## config.mk

```make
export PLATFORM = sky130hd
export DESIGN_NAME = pulse_param_regfile
export DESIGN_NICKNAME = d
export VERILOG_FILES = /design/src/rtl/pulse_param_regfile.sv
export SDC_FILE = /design/constraint.sdc
export NUM_CORES = 1
export LEC_CHECK = 0
export CAP_MARGIN = 0
export CORE_UTILIZATION = 48
export CTS_CLUSTER_SIZE = 24
export DETAILED_ROUTE_END_ITERATION = 12
export HOLD_SLACK_MARGIN = 0.05
export PLACE_DENSITY_LB_ADDON = 0.08
export SLEW_MARGIN = 0
export SYNTH_ARGS = -nofsm -noshare
export SYNTH_HDL_FRONTEND = slang
export SYNTH_SLANG_ARGS = --single-unit
```

## constraint.sdc

```tcl
create_clock -name clk -period 5 [get_ports clk]
set_input_delay 1 -clock clk [delete_from_list [all_inputs] [get_ports clk]]
set_output_delay 1 -clock clk [all_outputs]
set_load 0.1 [all_outputs]
```

## src/rtl/pulse_param_regfile.sv

```systemverilog
// pulse_param_regfile: UART-fed command decoder that owns
// the pulse-sequencer parameter registers.
module pulse_param_regfile #(
  parameter int PAYLOAD_BYTES = 4,
  parameter int NUM_REGS = 16,
  parameter int TIMEOUT_CYC = 2000000,
  parameter int COMMIT_MODE = 0,
  parameter logic [NUM_REGS*8*PAYLOAD_BYTES-1:0]
    RESET_VALS = '0
) (
  input  logic clk,
  input  logic rst_n,
  input  logic rx_valid,
  input  logic [7:0] rx_byte,
  input  logic tx_ready,
  output logic tx_valid,
  output logic [7:0] tx_byte,
  input  logic commit_sync,
  output logic [NUM_REGS*8*PAYLOAD_BYTES-1:0] regs_flat,
  output logic update,
  output logic frame_err,
  output logic busy
);
  localparam int REG_W = 8*PAYLOAD_BYTES;
  localparam int RESP_N = PAYLOAD_BYTES+1;
  localparam logic [2:0] PB = 3'(PAYLOAD_BYTES);
  localparam logic [31:0] TO_LAST = 32'(TIMEOUT_CYC-1);

  typedef enum logic [1:0] {
    RECV, EXEC, SEND, WAIT_TX
  } state_t;

  state_t state;
  state_t state_nx;

  logic [2:0] byte_cnt;
  logic [7:0] pay [PAYLOAD_BYTES];
  logic [7:0] ctrl;
  logic [31:0] idle_cnt;

  logic [REG_W-1:0] act [NUM_REGS];
  logic [REG_W-1:0] shd [NUM_REGS];
  logic pending;

  logic [7:0] resp [RESP_N];
  logic [2:0] resp_len;
  logic [2:0] resp_idx;
  logic seen_low;

  logic [REG_W-1:0] pay_word;
  logic [REG_W-1:0] rd_word;
  logic [7:0] csum;
  logic [7:0] rd_sum;
  logic in_rng;
  logic is_cmt;
  logic do_wr;
  logic do_rd;
  logic do_cc;
  logic nak;
  logic do_apply;
  logic timeout;
  logic drop;

  // Decode the captured frame and the side conditions
  always_comb begin
    pay_word = '0;
    csum = '0;
    for (int i = 0; i < PAYLOAD_BYTES; i++) begin
      pay_word[i*8 +: 8] = pay[i];
      csum = csum + pay[i];
    end
    rd_word = '0;
    for (int i = 0; i < NUM_REGS; i++) begin
      if (ctrl[6:0] == 7'(i)) rd_word = act[i];
    end
    rd_sum = '0;
    for (int i = 0; i < PAYLOAD_BYTES; i++) begin
      rd_sum = rd_sum + rd_word[i*8 +: 8];
    end
    in_rng = 32'(ctrl[6:0]) < 32'(NUM_REGS);
    is_cmt = !ctrl[7] && (ctrl[6:0] == 7'h7f);
    do_wr = (state == EXEC) && !ctrl[7] && in_rng;
    do_rd = (state == EXEC) && ctrl[7] && in_rng;
    do_cc = (state == EXEC) && is_cmt;
    nak = (state == EXEC) && !(in_rng || is_cmt);
    do_apply = (COMMIT_MODE != 0) && commit_sync
             && (pending || do_cc);
    timeout = (state == RECV) && (byte_cnt != 3'd0)
            && !rx_valid && (idle_cnt == TO_LAST);
    drop = rx_valid && (state != RECV);
  end

  // State register
  always_ff @(posedge clk or negedge rst_n) begin
    if (!rst_n) state <= RECV;
    else state <= state_nx;
  end

  // Next-state logic
  always_comb begin
    state_nx = state;
    unique case (state)
      RECV:
        if (rx_valid && byte_cnt == PB)
          state_nx = EXEC;
      EXEC: state_nx = SEND;
      SEND:
        if (tx_ready) state_nx = WAIT_TX;
      WAIT_TX:
        if (seen_low && tx_ready)
          state_nx = (resp_idx < resp_len)
                   ? SEND : RECV;
      default: state_nx = RECV;
    endcase
  end

  // Outputs derived from state and response buffer
  always_comb begin
    tx_valid = (state == SEND) && tx_ready;
    busy = (state != RECV);
    tx_byte = '0;
    for (int i = 0; i < RESP_N; i++) begin
      if (tx_valid && resp_idx == 3'(i))
        tx_byte = resp[i];
    end
  end

  // Byte capture, inter-byte timeout and error pulse
  always_ff @(posedge clk or negedge rst_n) begin
    if (!rst_n) begin
      byte_cnt <= '0;
      ctrl <= '0;
      idle_cnt <= '0;
      frame_err <= 1'b0;
      for (int i = 0; i < PAYLOAD_BYTES; i++)
        pay[i] <= '0;
    end else begin
      frame_err <= nak || timeout || drop;
      if (state == RECV && rx_valid) begin
        idle_cnt <= '0;
        if (byte_cnt == PB) begin
          ctrl <= rx_byte;
          byte_cnt <= '0;
        end else begin
          for (int i = 0; i < PAYLOAD_BYTES; i++)
            if (byte_cnt == 3'(i)) pay[i] <= rx_byte;
          byte_cnt <= byte_cnt + 3'd1;
        end
      end else if (state == RECV && byte_cnt != 3'd0) begin
        if (timeout) begin
          byte_cnt <= '0;
          idle_cnt <= '0;
        end else begin
          idle_cnt <= idle_cnt + 32'd1;
        end
      end else begin
        idle_cnt <= '0;
      end
    end
  end

  // Active/shadow registers and commit handling
  always_ff @(posedge clk or negedge rst_n) begin
    if (!rst_n) begin
      pending <= 1'b0;
      update <= 1'b0;
      for (int i = 0; i < NUM_REGS; i++) begin
        act[i] <= RESET_VALS[i*REG_W +: REG_W];
        shd[i] <= RESET_VALS[i*REG_W +: REG_W];
      end
    end else begin
      update <= do_apply || (COMMIT_MODE == 0 && do_wr);
      if (do_apply) pending <= 1'b0;
      else if (COMMIT_MODE != 0 && do_cc) pending <= 1'b1;
      for (int i = 0; i < NUM_REGS; i++) begin
        if (do_apply)
          act[i] <= shd[i];
        else if (COMMIT_MODE == 0 && do_wr
                 && ctrl[6:0] == 7'(i))
          act[i] <= pay_word;
        if (COMMIT_MODE != 0 && do_wr
            && ctrl[6:0] == 7'(i))
          shd[i] <= pay_word;
      end
    end
  end

  // Response buffer and transmit handshake tracking
  always_ff @(posedge clk or negedge rst_n) begin
    if (!rst_n) begin
      resp_len <= '0;
      resp_idx <= '0;
      seen_low <= 1'b0;
      for (int i = 0; i < RESP_N; i++)
        resp[i] <= '0;
    end else begin
      unique case (state)
        EXEC: begin
          resp_idx <= '0;
          seen_low <= 1'b0;
          if (do_rd) begin
            for (int i = 0; i < PAYLOAD_BYTES; i++)
              resp[i] <= rd_word[i*8 +: 8];
            resp[PAYLOAD_BYTES] <= rd_sum;
            resp_len <= 3'(RESP_N);
          end else begin
            resp[0] <= nak ? ~csum : csum;
            resp_len <= 3'd1;
          end
        end
        SEND:
          if (tx_ready) begin
            resp_idx <= resp_idx + 3'd1;
            seen_low <= 1'b0;
          end
        WAIT_TX:
          if (!tx_ready) seen_low <= 1'b1;
        default: ;
      endcase
    end
  end

  // Flatten the active registers
  always_comb begin
    regs_flat = '0;
    for (int i = 0; i < NUM_REGS; i++)
      regs_flat[i*REG_W +: REG_W] = act[i];
  end

endmodule

```

Word-level counts from Yosys, hierarchy flattened
Index checks and enable logic that the tools add are counted.
{"block": "totals", "ff_bits": 638, "output_inout_bits": 524, "in_bits": 13, "elab_cells": 181}
{"block": "op_classes", "add_sub_neg": 9, "n_mux": 41, "bitwise": 2, "eq_ne": 32, "n_reduce_logical": 61, "n_lt_le_gt_ge": 2}
{"operator": "two-way mux 32 bit", "count": 19}
{"operator": "equality test 7 x 4 -> 1 bit, second input constant", "count": 8}
{"operator": "two-way mux 8 bit", "count": 7}
{"operator": "adder 8 bit", "count": 6}
{"operator": "logical AND 1 bit", "count": 35}
{"operator": "adder 32 x 1 -> 32 bit, second input constant", "count": 1}
{"operator": "equality test 32 x 21 -> 1 bit, second input constant", "count": 1}
{"operator": "equality test 7 x 3 -> 1 bit, second input constant", "count": 4}
{"operator": "two-way mux 3 bit", "count": 6}
{"operator": "AND reduction 3 bit", "count": 6}
{"operator": "equality test 7 x 2 -> 1 bit, second input constant", "count": 2}
{"operator": "equality test 3 x 2 -> 1 bit, second input constant", "count": 4}
{"operator": "two-way mux 2 bit", "count": 4}
{"operator": "!= test 2 bit, second input constant", "count": 4}
{"operator": "inverter 8 bit", "count": 1}
{"operator": "case mux 2 bit (4 select lines)", "count": 1}
{"operator": "AND reduction 2 bit", "count": 4}
{"operator": "nonzero test 2 bit", "count": 4}
{"operator": "equality test 7 x 1 -> 1 bit, second input constant", "count": 1}
{"operator": "equality test 7 bit, second input constant", "count": 1}
{"operator": "logical NOT 7 bit", "count": 1}
{"operator": "less-than comparator 7 x 5 -> 1 bit, second input constant", "count": 1}
{"operator": "adder 3 x 1 -> 3 bit, second input constant", "count": 2}
{"operator": "equality test 3 x 1 -> 1 bit, second input constant", "count": 2}
{"operator": "other kinds (13)", "count": 22}

Longest topological paths before layout
{"block": "logic_depth", "word_depth": 20, "mapped_depth": 24, "mapped_depth_nobuf": 21}

Least setup slack after synthesis
OpenSTA, ideal clock, no wires.
{"block": "synth_path", "path_type": "reg-to-reg", "startpoint": "register ctrl[5]", "endpoint": "register resp[7] (netlist name)", "t_required_ps": 4869, "setup_ps": 131, "path_stages_with_launch": 23, "synth_period_minus_slack_ps": 5140, "slack_ps": -140, "n_path_buf": 4, "arrival_time_ps": 5009, "cell_sequence": "dfrtp_1 -> buf_6 -> or4b_1 -> buf_6 -> nor2_4 -> buf_4 -> buf_2 -> a31oi_1 -> o22a_1 -> a31oi_1 -> fa_1 -> fa_1 -> ha_1 -> inv_1 -> fa_1 -> nor2b_1 -> o21ai_0 -> a21boi_0 -> nor4_1 -> a311oi_1 -> xnor3_1 -> xnor2_1 -> o21ai_1"}
{"block": "synth_via", "elab_cells_between_ends": 38, "classes_between": "add/sub (3); order compare (1); eq/ne (15); mux (16); reduce/logical (3)"}
{"element": "start: declaration", "line_no": "38", "source": "logic [7:0] ctrl;"}
{"element": "start signal: assignment", "line_no": "142", "source": "ctrl <= rx_byte;"}
{"element": "logical NOT 7 bit", "line_no": "74", "source": "if (ctrl[6:0] == 7'(i)) rd_word = act[i];"}
{"element": "two-way mux 32 bit (15 in series)", "line_no": "74"}
{"element": "two-way mux 32 bit *", "line_no": "74"}
{"element": "net rd_word[17]", "line_no": "51", "source": "logic [REG_W-1:0] rd_word;"}
{"element": "adder 8 bit * (2 in series)", "line_no": "78", "source": "rd_sum = rd_sum + rd_word[i*8 +: 8];"}
{"element": "end signal: indexed assignment", "line_no": "203", "source": "resp[i] <= rd_word[i*8 +: 8];"}
{"element": "end signal: indexed assignment", "line_no": "204", "source": "resp[PAYLOAD_BYTES] <= rd_sum;"}
{"element": "end: declaration", "line_no": "45", "source": "logic [7:0] resp [RESP_N];"}
The timed path passes the listed nets; every way through them passes the cells marked *.
A chain may end at the register's enable or synchronous reset.

Worst setup path after layout
{"block": "layout_path", "startpoint": "register ctrl[5]", "endpoint": "register resp[7] (netlist name)"}
{"block": "layout_via", "elab_chain_len": 20, "elab_cells_between_ends": 38, "classes_between": "add/sub (3); order compare (1); eq/ne (15); mux (16); reduce/logical (3)"}
{"element": "logical NOT 7 bit", "line_no": "74"}
{"element": "two-way mux 32 bit (15 in series)", "line_no": "74"}
{"element": "two-way mux 32 bit *", "line_no": "74"}
{"element": "net rd_word[10]", "line_no": "51"}
{"element": "adder 8 bit * (3 in series)", "line_no": "78"}
Marked as above.

==> metrics.cfg <==
[run_status]
status=finished with violations
violations=setup timing

[critical_path]
max_stage_delay_ns=0.60
crit_type=reg2reg
crit_chain=buf_4 > nor4b_4 > nand2_2 > buf_4 > nor2_2 > o21ai_0 > a222oi_1 > buf_4 > a21oi_2 > fa_1 > inv_2 > fa_1 > fa_2 > nor2b_2 > o21ai_2 > a21boi_4 > nor4_4 > a311oi_4 > xnor3_1 > xnor2_1 > o21ai_1
crit_fanout=7
r2r_setup_slack_ns=-0.27
required_ns=5.48
cp_common_cell=buf_4
critPathArrivalTime_ns=5.75
critPathTopFamily=compound AO/OA/AOI/OAI gates
worst_setup_path_start_kind=flip-flop
end_kind=flip-flop
slowest_stage=a222oi_1
worst-path-buf-inv=4

[min_path]
hold_class=in2async

[place]
numPortBuffers=535
place_ws_ns=-0.511
dp_cells=3999
place.gp.congestion=1.01
hpwl_mm=99.9

[pwr]
leakagePower_nw=19.4
power_mw=33.2
power_density_nw_per_um2=784
peakVddDrop_uv=642

[sta]
max_freq_mhz=190
worst_slack_ns=-0.268
min_period_ns=5.27
hold_viol_final=0
worstMarginPinSlew_ns=1.26
setup_viol=1
grt_setup_unrepaired=true
fin_tns_setup_ns=-0.268
drv_slew=0
final.setup_skew_ns=0.0229
finalCritPeriodShare_pct=105
whs_ns=0.382
max-slew-margin-rel_pct=15.5

[clocking]
cts.sinks=637
cts_tree=done
htree_levels=3
cts_max_path_buffers=3
clk_latency_ns=0.63
cts_hold_buffers=0
cts.clk_slew.worst_paths_ns=0.06
numCtsBuffers=72
cts-root-buf=clkbuf_16

[routing]
drt-total-wl_mm=135
routedWlPerCell_um=32.3
via_per_inst=6.27
ant_nets=0
drt_iter0_markers=2608
dr.pass1.iters=9
via_count=26100
drcViolationCount=0

[final_layout]
drive_above_1_share_pct=35.8
multi_input_area_um2=14400
regArea_um2=16000
final_common_cell=dfrtp_1
final_cells=4161
fin_nets=3329
layout_common_cells=dfrtp_1, mux2_2, clkdlybuf4s50_1
fillers=4860
area_growth_pct=37.3

[yosys]
ys_types=78
synth_seq_area_share_pct=51.6
ys_warn_count=0
avgSynthCellArea_um2=12.4
async_flop_share_pct=100
synthCells=2487
syn_nets=2558
ys_ff_latch=637
syn_area_um2=30900
synth-edff-count=0
synth-main-ff-cell=dfrtp_1

[floorplanning]
row_count=92
initial_core_util_pct=48.8
top_level_ports=537
die_area_um2=65300
fp.dieH_um=256
core_um2=63300
die_width_um=256

[grt]
grt_pass1_wl_mm=192
antenna_found_initial=5
grt_overflow=0
grt_max_degree=98
grt_pass1_vias=26300
grt_util_all_layers_pct=40.9

[run]
cap_violations=0

-- synthesized netlist by cell type, types with 9 or more instances --
library cell | n | area (um^2)
and3_1 | 11 | 68.8
clkbuf_1 | 80 | 300
mux2_1 | 10 | 113
xor2_1 | 32 | 280
mux4_2 | 28 | 631
a221oi_1 | 11 | 96.3
nand3_1 | 40 | 200
dfrtp_1 | 637 | 15900
nor3_1 | 26 | 130
nor2_1 | 137 | 514
mux2_2 | 579 | 6520
nand2b_1 | 9 | 56.3
a21oi_1 | 112 | 561
o31ai_1 | 11 | 82.6
a22oi_1 | 28 | 210
buf_2 | 61 | 305
nor2b_1 | 9 | 56.3
o2bb2ai_1 | 11 | 96.3
nand4_1 | 15 | 93.8
o221ai_1 | 10 | 87.6
a31oi_1 | 19 | 119
buf_4 | 11 | 82.6
xnor2_1 | 23 | 201
buf_1 | 30 | 113
mux2i_1 | 35 | 350
o21ai_0 | 76 | 380
a21o_1 | 9 | 67.6
fa_1 | 28 | 561
ha_1 | 30 | 375
a222oi_1 | 14 | 140
inv_1 | 48 | 180
o22ai_1 | 38 | 238
nand2_1 | 127 | 477
o211ai_1 | 13 | 97.6
-- sequential cells by signal, summed over array words and instances, names as in the netlist --
register   count
byte_cnt       3
ctrl           8
frame_err      1
idle_cnt      32
pay           32
regs_flat    512
resp          40
resp_idx       3
resp_len       2
seen_low       1
state          2
update         1
-- stage by stage --
step | utilization (%) | cell area (um^2)
after floorplan | - | 30900
after global placement | 61.9 | 39200
after detailed placement | 61.9 | 39200
after CTS | 66.3 | 42000
after global routing | 66.9 | 42400
final | 67.0 | 42400
-- path summary, 6_finish.rpt --
check | startpoint | to | depth (start not counted)
setup / recovery | ctrl[5]$_DFFE_PN0P_ | resp[7]$_DFFE_PN0P_ | 21
hold / removal | rst_n | regs_flat[427]$_DFFE_PN0P_ | 1
setup reg to reg | ctrl[5]$_DFFE_PN0P_ | resp[7]$_DFFE_PN0P_ | 21
hold reg to reg | resp[13]$_DFFE_PN0P_ | resp[13]$_DFFE_PN0P_ | 2
max in group asynchronous | rst_n | regs_flat[241]$_DFFE_PN0P_ | 2
min in group clk | resp[13]$_DFFE_PN0P_ | resp[13]$_DFFE_PN0P_ | 2
-- power breakdown --
part / internal [mW] / switching (mW)
clock network: 3.21 / 2.22
logic: 6.38 / 13.0
registers: 6.38 / 2.01
total: 16.0 / 17.3
-- area by class of cell --
cell class                      instances  area share, %
Antenna cell                            2         0.0118
Tap cell                              846           2.50
Clock buffer                          109           5.13
Timing Repair Buffer                  883           19.8
Inverter                               49          0.434
Sequential cell                       637           37.6
Multi-Input combinational cell       1615           33.9
Clock inverter                         20          0.543
-- layer usage --
layer	GRT usage, %	part of all wire (%)	vias to the layer above
met1	51.5	38	13400
met4	22.5	6.4	2
met3	10.7	10	428
met2	64.3	46	1608
li1	-	-	10600
met5	0	0.0082	-
-- logic make-up (layout without fill, tap and decap cells) --
logic type | count (synthesis) | after routing | share of synthesized area, %
buffers and inverters | 235 | 1061 | 3.34
xor gates and xnor gates | 56 | 56 | 1.63
muxes | 652 | 652 | 24.7
and+or+nand+nor | 427 | 427 | 6.67
DFF | 637 | 637 | 51.6
AOI/OAI and AO/OA | 422 | 422 | 9.03
adders and majority gates | 58 | 58 | 3.03
other | 0 | 2 | 0
-- what timing repair did --
action | in CTS | in global routing
setup buffers | 17 | 15
setup endpoints to repair | 2 | 2
gates resized for setup | 53 | 60
pin swaps | 22 | 31
(Power assumes the default switching activity.)
==> RTL change 1, RTL diff (same settings) <==
Change the parameter `NUM_REGS` from 16 to 8.
--- a/src/rtl/pulse_param_regfile.sv
+++ b/src/rtl/pulse_param_regfile.sv
@@ -2,7 +2,7 @@
 // the pulse-sequencer parameter registers.
 module pulse_param_regfile #(
   parameter int PAYLOAD_BYTES = 4,
-  parameter int NUM_REGS = 16,
+  parameter int NUM_REGS = 8,
   parameter int TIMEOUT_CYC = 2000000,
   parameter int COMMIT_MODE = 0,
   parameter logic [NUM_REGS*8*PAYLOAD_BYTES-1:0]
Ports: changed (resized regs_flat); port bits go from 537 to 281. The function was not compared with the original's and may differ.
==> RTL change 1 against the original RTL <==
Critical path depth shrank 6; maximum frequency grew 13%; routed wire length decreased by 59%; sequential share of layout area rose by 2.9 points; sequential cell count decreased by 256; setup slack better by 600 ps; design area decreased by 44%; synthesized area shrank 39%.
Power is left out: the tool's default activity adds up to more than one toggle a clock period on the data nets, which glitch-free logic cannot reach.
==> RTL change 1: results (changes against the original RTL) <==
outcome completed; htree depth 2 (-1); Post-Synth XOR/XNOR Area 2.76% (+1.1 points); layout cell share with drive strength beyond 1 25.5% (-10 points); number of clock buffers inserted by TritonCTS 43 (-40%); pin count of the biggest net entering global routing 113 (+15%); CTS clock-pin slew for the worst setup and hold paths 60 ps (about the same); commonest cells in the synthesized netlist 381 x dfrtp_1, 262 x mux2_2, 188 x nand2_1, 71 x nor2_1, 48 x a21oi_1; post-synthesis cell type with the largest combined area dfrtp_1; minimum setup slack among reg-to-reg paths 330 ps (+600 ps); Detailed Routing Iterations Pass 1 5 (-4); share of cell area taken by muxes after synthesis 25.6% (+0.94 points); share of the synthesized area in compound gates (AO/OA/AOI/OAI) 4.39% (-4.6 points); Longest Clk Path Bufs 3 (unchanged); clock latency reported for the late side of the worst-skew pair 550 ps (-80 ps); arrival time of the worst setup path 5050 ps (-700 ps); GRT Overall Usage 28.2% (-13 points); source of the worst register-to-register timing path ctrl[1]; max-slew headroom at the worst pin 27.7% (+12 points); Net Count, Synth 1517 (-41%); Post-Place Cell Area 0.0221 mm2 (-44%); clk root buf clkbuf_16; synth warn 0 (unchanged); Hold Path Class in -> async; slowest cell on the critical path dfrtp_4; number of DRC markers in iteration 0 725 (-72%); most area-consuming cells after synthesis dfrtp_1 51%, mux2_2 16%, mux4_2 5.3%, nand2_1 3.8%, fa_1 3.0%; critical path capture point resp[7]; largest stage delay on the critical path 770 ps (+170 ps); WL final 54800 um (-59%); final period utilization 93.4% (-12 points); worst-path maximum fanout 33 (+26); adder-cell share of the synthesized area 5.00% (+2.0 points); path type of the worst setup path reg -> reg; cell class contributing the biggest share of worst-path delay adder cells; final clock skew 19.7 ps (-3.18 ps); filler-free cell count of the finished design 2276 (-45%); first-pass GRT wire length 83000 um (-57%); NumNets Final 1804 (-46%); share of synthesized area occupied by flip-flops and latches 51.0% (-0.66 points); worst hold-check slack 447 ps (+65.4 ps); Final Wtd Congestion 0.827 (-18%); fill cell instance count of the final layout 3099 (-36%); final HPWL from detailed placement 37500 um (-62%); proportion of synthesized flip-flops having asynchronous set or reset 100% (unchanged); synthesized netlist cell count 1446 (-42%); count of buffers from port buffering 279 (-48%); Register-to-Register Path Depth 15 (-29%); number of different library cells in the post-synthesis netlist 64 (-18%); DP Cell Count 2197 (-45%); max reg flops 256 (-50%); count of vias placed by the detailed router 12768 (-51%); initial antenna violation count 5 (unchanged)
-- RTL change 1: cell count changes after synthesis, moves of 46 or more --
cell,before,now
a21oi_1,112,48
buf_2,61,15
clkbuf_1,80,32
dfrtp_1,637,381
mux2_2,579,262
nand2_1,127,188
nor2_1,137,71
-- RTL change 1: what timing repair did --
action,4_1_cts,5_1_grt
gates resized for setup,0,1
endpoints found under the setup margin,0,1
setup buffers,0,2
hold buffers,0,0
-- RTL change 1: layer usage --
layer | track usage [%] | wire, um
met4 | 7.38 | 1220
met1 | 38.3 | 23500
met5 | 0 | 25
met3 | 7.36 | 3960
met2 | 45.0 | 26100
-- RTL change 1: area by class of cell --
cell class,instances,area (um2),area share [%]
sequential,381,9540,40.5
multi-input combinational,949,8570,36.4
timing repair buffer,321,3270,13.9
clock buffer,64,1310,5.54
tap,511,639,2.71
inverter,37,139,0.589
clock inverter,11,98.8,0.419
antenna,2,5.00,0.0212
==> RTL change 2, RTL diff (config.mk and constraints unchanged) <==
Made on the original files. One comparison of `idle_cnt` changes from == to >=.
--- a/src/rtl/pulse_param_regfile.sv
+++ b/src/rtl/pulse_param_regfile.sv
@@ -86,7 +86,7 @@
     do_apply = (COMMIT_MODE != 0) && commit_sync
              && (pending || do_cc);
     timeout = (state == RECV) && (byte_cnt != 3'd0)
-            && !rx_valid && (idle_cnt == TO_LAST);
+            && !rx_valid && (idle_cnt >= TO_LAST);
     drop = rx_valid && (state != RECV);
   end
 
Behaviour: no difference found for any inputs over 4 cycles, from zero or initial values and one cycle with rst_n low; that may be too few to reach the edited logic, so the function may still have changed.
==> RTL change 2 against the original RTL <==
Design area shrank 0.65%; sequential cell count is the same; the flow still finishes with violations (negative setup slack); total power grew 3.3%; cell count shrank 0.62%; routed wire length shrank 1.0%; setup slack gained 65 ps; core utilization grew 0.79 points; synthesized area shrank 1.6%; critical endpoint unchanged.
==> RTL change 2: results (changes against the original RTL) <==
outcome finished with violations; failing checks negative setup slack; arrival time of the worst setup path 5670 ps (-80 ps); final clock skew 24.0 ps (+1.13 ps); routed len/inst 32.2 um (-0.40%); source of the worst register-to-register timing path ctrl[6]; leakage dissipation 19.5 nW (+0.41%); post-DR vias/cell 6.27 (about the same); Final Wtd Congestion 0.972 (-3.4%); Post-Place Cell Area 0.0390 mm2 (-0.63%); synthesized netlist cell count 2460 (-1.1%); fill cell instance count of the final layout 4719 (-2.9%); final worst slack -203 ps (+65.4 ps); layout clock buffer count 104 (-4.6%); GRT Overall Usage 41.0% (+0.14 points); final setup fails 1 (unchanged); ant diodes 1 (-1); register share of the cell area 37.9% (+0.24 points); multi-input combinational gate total 1603 (-0.74%); clock-cell share of area 5.77% (+0.10 points); count of vias placed by the detailed router 25935 (-0.59%); cell class contributing the biggest share of worst-path delay adder cells; commonest cells in the synthesized netlist 637 x dfrtp_1, 564 x mux2_2, 150 x nand2_1, 131 x nor2_1, 110 x a21oi_1; maximum ir drop on the vdd rail 697 uV (+8.6%); measured slew at the worst slew-check pin 1170 ps (-90.1 ps); largest stage delay on the critical path 550 ps (-50 ps); share of the synthesized area in compound gates (AO/OA/AOI/OAI) 9.56% (+0.53 points); initial antenna violation count 4 (-1); adder-cell share of the synthesized area 3.08% (+0.049 points)
## RTL change 2: changes by cell type in the layout (fill, tap and decap cells not counted), sizes merged, moves of 9 or more
cell	before	now
a221oi	11	20
conb	0	11
mux2	589	579
nand2	132	150
nand4	15	3
o21ai	82	106
o22ai	38	24
xor2	32	18
## RTL change 2: metal layers
layer	global-route usage, %	part of all wire (%)
met5	0	0.029
met4	20.1	5.5
met3	8.82	9.4
met2	62.9	45
met1	55.3	40
## RTL change 2: repair_timing
action,in CTS,in global routing
gates cloned,1,0
setup endpoints to repair,4,3
buffers inserted,11,13
gates resized for setup,71,44
pin swaps,38,37
## RTL change 2: power breakdown
part	internal, mW	switching [mW]	total (mW)	leakage [nW]
combinational	6.88	13.7	20.6	9.65
clock	3.23	2.25	5.48	1.20
sequential	6.38	1.88	8.25	8.63
total	16.5	17.8	34.3	19.5
## RTL change 2: stage by stage
stage	setup slack, ps	hold WS (ps)
floorplan	-35.7	440
global placement	-1080	452
detailed placement	-1030	459
CTS	-173	405
global route	-353	427
finish	-203	388
